### src/rtl/ball_dynamics.sv
// ball_dynamics: per-frame ball physics integrator (tilt -> velocity -> position, wall bounce)
// Ports: clk, rst (async, active-low), frame_tick (update request), sin_x/sin_y (signed tilt),
//        ball_x/ball_y (pixel position), vel_x/vel_y (Q5.6 velocity), busy, upd_valid,
//        wall_hit {bottom,top,right,left}, overrun (tick dropped while busy).
// Optional: define BALL_FRICTION_EN to apply v -= v>>>4 before acceleration.
module ball_dynamics #(
  parameter int W_FIELD   = 640,
  parameter int H_FIELD   = 480,
  parameter int BALL_R    = 8,
  parameter int ACC_SHIFT = 4,
  parameter int VMAX      = 511
) (
  input  logic               clk,
  input  logic               rst,
  input  logic               frame_tick,
  input  logic signed [10:0] sin_x,
  input  logic signed [10:0] sin_y,
  output logic        [9:0]  ball_x,
  output logic        [9:0]  ball_y,
  output logic signed [11:0] vel_x,
  output logic signed [11:0] vel_y,
  output logic               busy,
  output logic               upd_valid,
  output logic        [3:0]  wall_hit,
  output logic               overrun
);
  localparam logic [2:0] IDLE = 3'd0, ACCEL = 3'd1, MOVE = 3'd2, WALL = 3'd3, DONE = 3'd4;
  localparam logic signed [12:0] VHI = 13'(VMAX);
  localparam logic signed [12:0] VLO = -VHI;
  localparam logic signed [17:0] LO    = 18'(BALL_R << 6);
  localparam logic signed [17:0] HI_X  = 18'((W_FIELD - 1 - BALL_R) << 6);
  localparam logic signed [17:0] HI_Y  = 18'((H_FIELD - 1 - BALL_R) << 6);
  localparam logic [15:0] PX0 = 16'((W_FIELD / 2) << 6);
  localparam logic [15:0] PY0 = 16'((H_FIELD / 2) << 6);
  localparam logic [9:0]  BX0 = 10'(W_FIELD / 2);
  localparam logic [9:0]  BY0 = 10'(H_FIELD / 2);

  logic        [2:0]  state_q, state_d;
  logic signed [10:0] tx_q, ty_q;
  logic        [15:0] px_q, py_q;
  logic signed [11:0] vx_q, vy_q;
  logic signed [17:0] nx_q, ny_q;
  logic        [3:0]  hit_q, wh_q;
  logic        [9:0]  bx_q, by_q;
  logic signed [11:0] ox_q, oy_q;
  logic               upd_q, ovr_q;

  function automatic logic signed [11:0] accel(input logic signed [11:0] v, input logic signed [10:0] s);
    logic signed [11:0] f;
    logic signed [10:0] sg;
    logic signed [12:0] a;
`ifdef BALL_FRICTION_EN
    f = v - (v >>> 4);
`else
    f = v;
`endif
    sg = s >>> ACC_SHIFT;
    a = {f[11], f} + {{2{sg[10]}}, sg};
    return a > VHI ? VHI[11:0] : a < VLO ? VLO[11:0] : a[11:0];
  endfunction

  // 18-bit signed sum so an overshoot past either wall stays distinguishable
  function automatic logic signed [17:0] move(input logic [15:0] p, input logic signed [11:0] v);
    return {2'b00, p} + {{6{v[11]}}, v};
  endfunction

  // returns {hit_hi, hit_lo, position, velocity}
  function automatic logic [29:0] wall(input logic signed [17:0] n, input logic signed [11:0] v,
                                       input logic signed [17:0] hi);
    logic signed [11:0] b;
    b = -(v >>> 1);
    return n < LO ? {2'b01, LO[15:0], b} : n > hi ? {2'b10, hi[15:0], b} : {2'b00, n[15:0], v};
  endfunction

  always_comb
    state_d = state_q == IDLE ? (frame_tick ? ACCEL : IDLE) : state_q == DONE ? IDLE : state_q + 3'd1;

  always_ff @(posedge clk or negedge rst)
    if (!rst) begin
      state_q <= IDLE;
      tx_q    <= '0;
      ty_q    <= '0;
      px_q    <= PX0;
      py_q    <= PY0;
      vx_q    <= '0;
      vy_q    <= '0;
      nx_q    <= '0;
      ny_q    <= '0;
      hit_q   <= '0;
      wh_q    <= '0;
      bx_q    <= BX0;
      by_q    <= BY0;
      ox_q    <= '0;
      oy_q    <= '0;
      upd_q   <= 1'b0;
      ovr_q   <= 1'b0;
    end else begin
      state_q <= state_d;
      ovr_q   <= frame_tick && state_q != IDLE;
      upd_q   <= state_q == DONE;
      wh_q    <= state_q == DONE ? hit_q : 4'b0;
      if (state_q == IDLE && frame_tick) begin
        tx_q <= sin_x;
        ty_q <= sin_y;
      end
      if (state_q == ACCEL) begin
        vx_q <= accel(vx_q, tx_q);
        vy_q <= accel(vy_q, ty_q);
      end
      if (state_q == MOVE) begin
        nx_q <= move(px_q, vx_q);
        ny_q <= move(py_q, vy_q);
      end
      if (state_q == WALL) begin
        {hit_q[1:0], px_q, vx_q} <= wall(nx_q, vx_q, HI_X);
        {hit_q[3:2], py_q, vy_q} <= wall(ny_q, vy_q, HI_Y);
      end
      if (state_q == DONE) begin
        bx_q <= px_q[15:6];
        by_q <= py_q[15:6];
        ox_q <= vx_q;
        oy_q <= vy_q;
      end
    end

  assign ball_x    = bx_q;
  assign ball_y    = by_q;
  assign vel_x     = ox_q;
  assign vel_y     = oy_q;
  assign busy      = state_q != IDLE;
  assign upd_valid = upd_q;
  assign wall_hit  = wh_q;
  assign overrun   = ovr_q;
endmodule
### config.mk
export PLATFORM = sky130hd
export DESIGN_NAME = ball_dynamics
export DESIGN_NICKNAME = d
export VERILOG_FILES = /design/src/rtl/ball_dynamics.sv
export SDC_FILE = /design/constraint.sdc
export NUM_CORES = 1
export LEC_CHECK = 0
export ABC_AREA = 1
export CAP_MARGIN = 20
export CORE_ASPECT_RATIO = 0.7
export CORE_MARGIN = 3
export CORE_UTILIZATION = 40
export DETAILED_ROUTE_END_ITERATION = 16
export PLACE_DENSITY_LB_ADDON = 0.1
export SKIP_CTS_REPAIR_TIMING = 1
export SLEW_MARGIN = 0
export SYNTH_ARGS = -nofsm -noshare
export SYNTH_HDL_FRONTEND = slang
export SYNTH_SLANG_ARGS = --single-unit
### constraint.sdc
create_clock -name clk -period 5.24 [get_ports clk]
set_clock_uncertainty 0.15 [all_clocks]
set_input_delay 1.048 -clock clk [delete_from_list [all_inputs] [get_ports clk]]
set_output_delay 1.048 -clock clk [all_outputs]
set_load 0.005 [all_outputs]
==> impl_metrics.yaml <==
layout:
  n_fill_cell: 2524
  antenna_cells: 0
  finalInstanceArea_um2: 11800
  nNetsFinal: 1516
  mostFrequentLayoutCell: "nand2_1"
  drive_gt1_share_pct: 5.86
  final_cell_mix: "359 x nand2_1, 170 x inv_1, 151 x dfrtp_1"
  area_delta_synth_final_pct: 16.0
floorplan:
  die_y_um: 139
  initial_utilization_pct: 41.0
  rows: 48
  io_pins: 76
  die-width_um: 197
  dieArea_um2: 27400
  core_um2: 24800
logic_synthesis:
  synth_seq_cells: 163
  syn_area_per_cell_um2: 7.48
  yosysSeqAreaShare_pct: 40.3
  synth_area_leaders: "dfrtp_1 37%, nand2_1 13%, ha_1 8.1%"
  ys_types: 46
  syn_nets: 1454
  syn-instance-count: 1359
  syn-cell-area_um2: 10200
  yosysWarnings: 0
  synth_top_area_cell: "dfrtp_1"
  ys.flop_type: "dfrtp_1"
  synth_top_area_share_pct: 37.2
  async_flop_share_pct: 100
  synth_edf_count: 0
critical_path:
  start_kind: "flop"
  worst_path_max_delay_cell: "inv_2"
  r2r_start: "state_q[0]"
  path_class: "reg2reg"
  worst-path-stages: 9
  worst_ep_arrival_time_ns: 3.61
  ff2ff_setup_slack_ns: 1.80
  crit_family: "simple AND/OR/NAND/NOR gates"
  max_stage_delay_ns: 0.70
  path_cells: "ha_1, ha_1, buf_4, inv_2, nand3_1, nand2_1, nand2_1, nor2_1, a21oi_1"
  cp_max_fo: 45
  worst-path-buf-inv: 2
  critPathRequiredTime_ns: 5.41
  worstSetupEndpointType: "flop"
  rr_worst_depth: 9
  startpoint: "state_q[0]"
timing:
  hold_ws_ns: 0.330
  hold_viol_final: 0
  slew-limit-headroom_pct: 37.1
  worstMarginPinSlew_ns: 0.941
  slew_viol_final: 0
  fmax_mhz: 291
  setup_violations: 0
  rsz0062_at_grt: "false"
  finalCritPeriodShare_pct: 65.6
  finalSetupTns_ns: 0
  period_minus_slack_ns: 3.44
route:
  post-route-drc-count: 0
  drtAntennaViolNets: 0
  vias_per_cell: 5.18
  drt_iter0_drc: 662
  drt_first_pass_iters: 5
  vias: 9119
  finalWirelength_um: 27100
  post_drt_wl_per_cell_um: 15.4
clock_tree:
  root_buffer: "clkbuf_16"
  insertion_delay_ns: 0.44
  cts_sinks: 163
  cts_buffers: 17
  htree_num_levels: 4
  clock_path_buffers: 2
  cts_tree: "built"
  cts.clk_slew.worst_paths_ns: 0.07
place:
  place_congestion: 0.899
  port_buffers: 67
  placed_cell_area_um2: 11200
  dp_hpwl_um: 19800
grt:
  grt_overflow_total: 0
  grt_pass1_vias: 8390
  grt_start_max_net_pins: 164
  grt_usage_pct: 20.2
  grt_pass1_wl_um: 44500
  antenna_found_initial: 0
hold_path:
  min_path_type: "reg2reg"
  min_from: "ball_x[5]"
  hold_path_depth: 2
outcome:
  outcome: "finished clean"
flow_run:
  drv_cap: 0
==> metal layers <==
layer,global-route usage (%),part of all wire (%),vias up
met1,31.9,53,4321
met5,0,0,-
met4,3.30,0.66,0
met2,29.0,41,184
li1,-,-,4599
met3,3.99,4.7,15
==> logic make-up after synthesis <==
group                    synth area share [%]
AO/OA/AOI/OAI                            12.7
XOR/XNOR                                 1.46
adder cells (fa/ha/maj)                  8.91
buffers and inverters                    7.62
flip-flops                               40.3
multiplexers                             1.33
AND/OR/NAND/NOR                          27.7
==> synthesized netlist by cell type (2+ instances only) <==
cell,count
o31ai_1,2
nor3_1,15
a21oi_1,71
dfrtp_1,151
o21bai_1,4
o22ai_1,6
xor2_1,12
inv_1,170
a221o_1,7
nor2_1,140
o211ai_1,5
clkinv_1,2
o21ai_1,6
mux2_2,12
nor2_2,2
nand2_1,360
xnor2_1,5
nand2_2,3
nand3_1,101
buf_2,10
inv_2,2
fa_1,4
dfstp_2,12
o221ai_1,6
nand3b_1,10
nand2_4,2
ha_1,66
o21a_1,3
clkbuf_1,16
o21ai_2,2
nand4_1,26
a221oi_1,3
o21ai_0,94
a31oi_1,7
or2_2,8
a21o_1,4
==> state kept, by name (all words and copies together), names as in the netlist, 4 cells and up <==
signal / flops
nx_q: 18
ny_q: 18
px_q: 16
py_q: 16
vel_x: 12
vel_y: 12
vx_q: 12
vy_q: 12
ball_x: 10
ball_y: 10
tx_q: 7
ty_q: 7
hit_q: 4
wall_hit: 4
==> final timing paths <==
path,endpoint
max in group asynchronous,vy_q[9]
min in group asynchronous,ball_y[8]
max,vy_q[3]
min reg2reg,ball_x[5]
min,ball_x[5]
max reg2reg,vy_q[3]
==> worst register-to-register path, stage by stage, from the launching register on <==
cell	delay (ns)
dfrtp_1	0.40
ha_1	0.21
ha_1	0.17
buf_4	0.23
inv_2	0.71
nand3_1	0.33
nand2_1	0.53
nand2_1	0.30
nor2_1	0.20
a21oi_1	0.09
==> through the flow <==
step / util (%) / std cells / setup WS, ns
final: 47.5 / 1759 / 1.80
after global placement: 45.0 / 1727 / 1.95
after floorplan: - / 1359 / 2.99
after global routing: 47.5 / 1759 / 1.48
after detailed placement: 45.0 / 1727 / 1.85
after CTS: 47.5 / 1759 / 1.83
==> cell type report <==
type / count / area (um^2) / share of cell area [%]
Clock buffer: 17 / 425 / 3.61
Clock inverter: 15 / 194 / 1.65
Inverter: 174 / 653 / 5.54
Multi-Input combinational cell: 994 / 5300 / 45.0
Sequential cell: 163 / 4090 / 34.7
Tap cell: 325 / 407 / 3.45
Timing Repair Buffer: 71 / 714 / 6.06
Power is left out: the tool's default activity adds up to more than one toggle a clock period on the data nets, which glitch-free logic cannot reach.
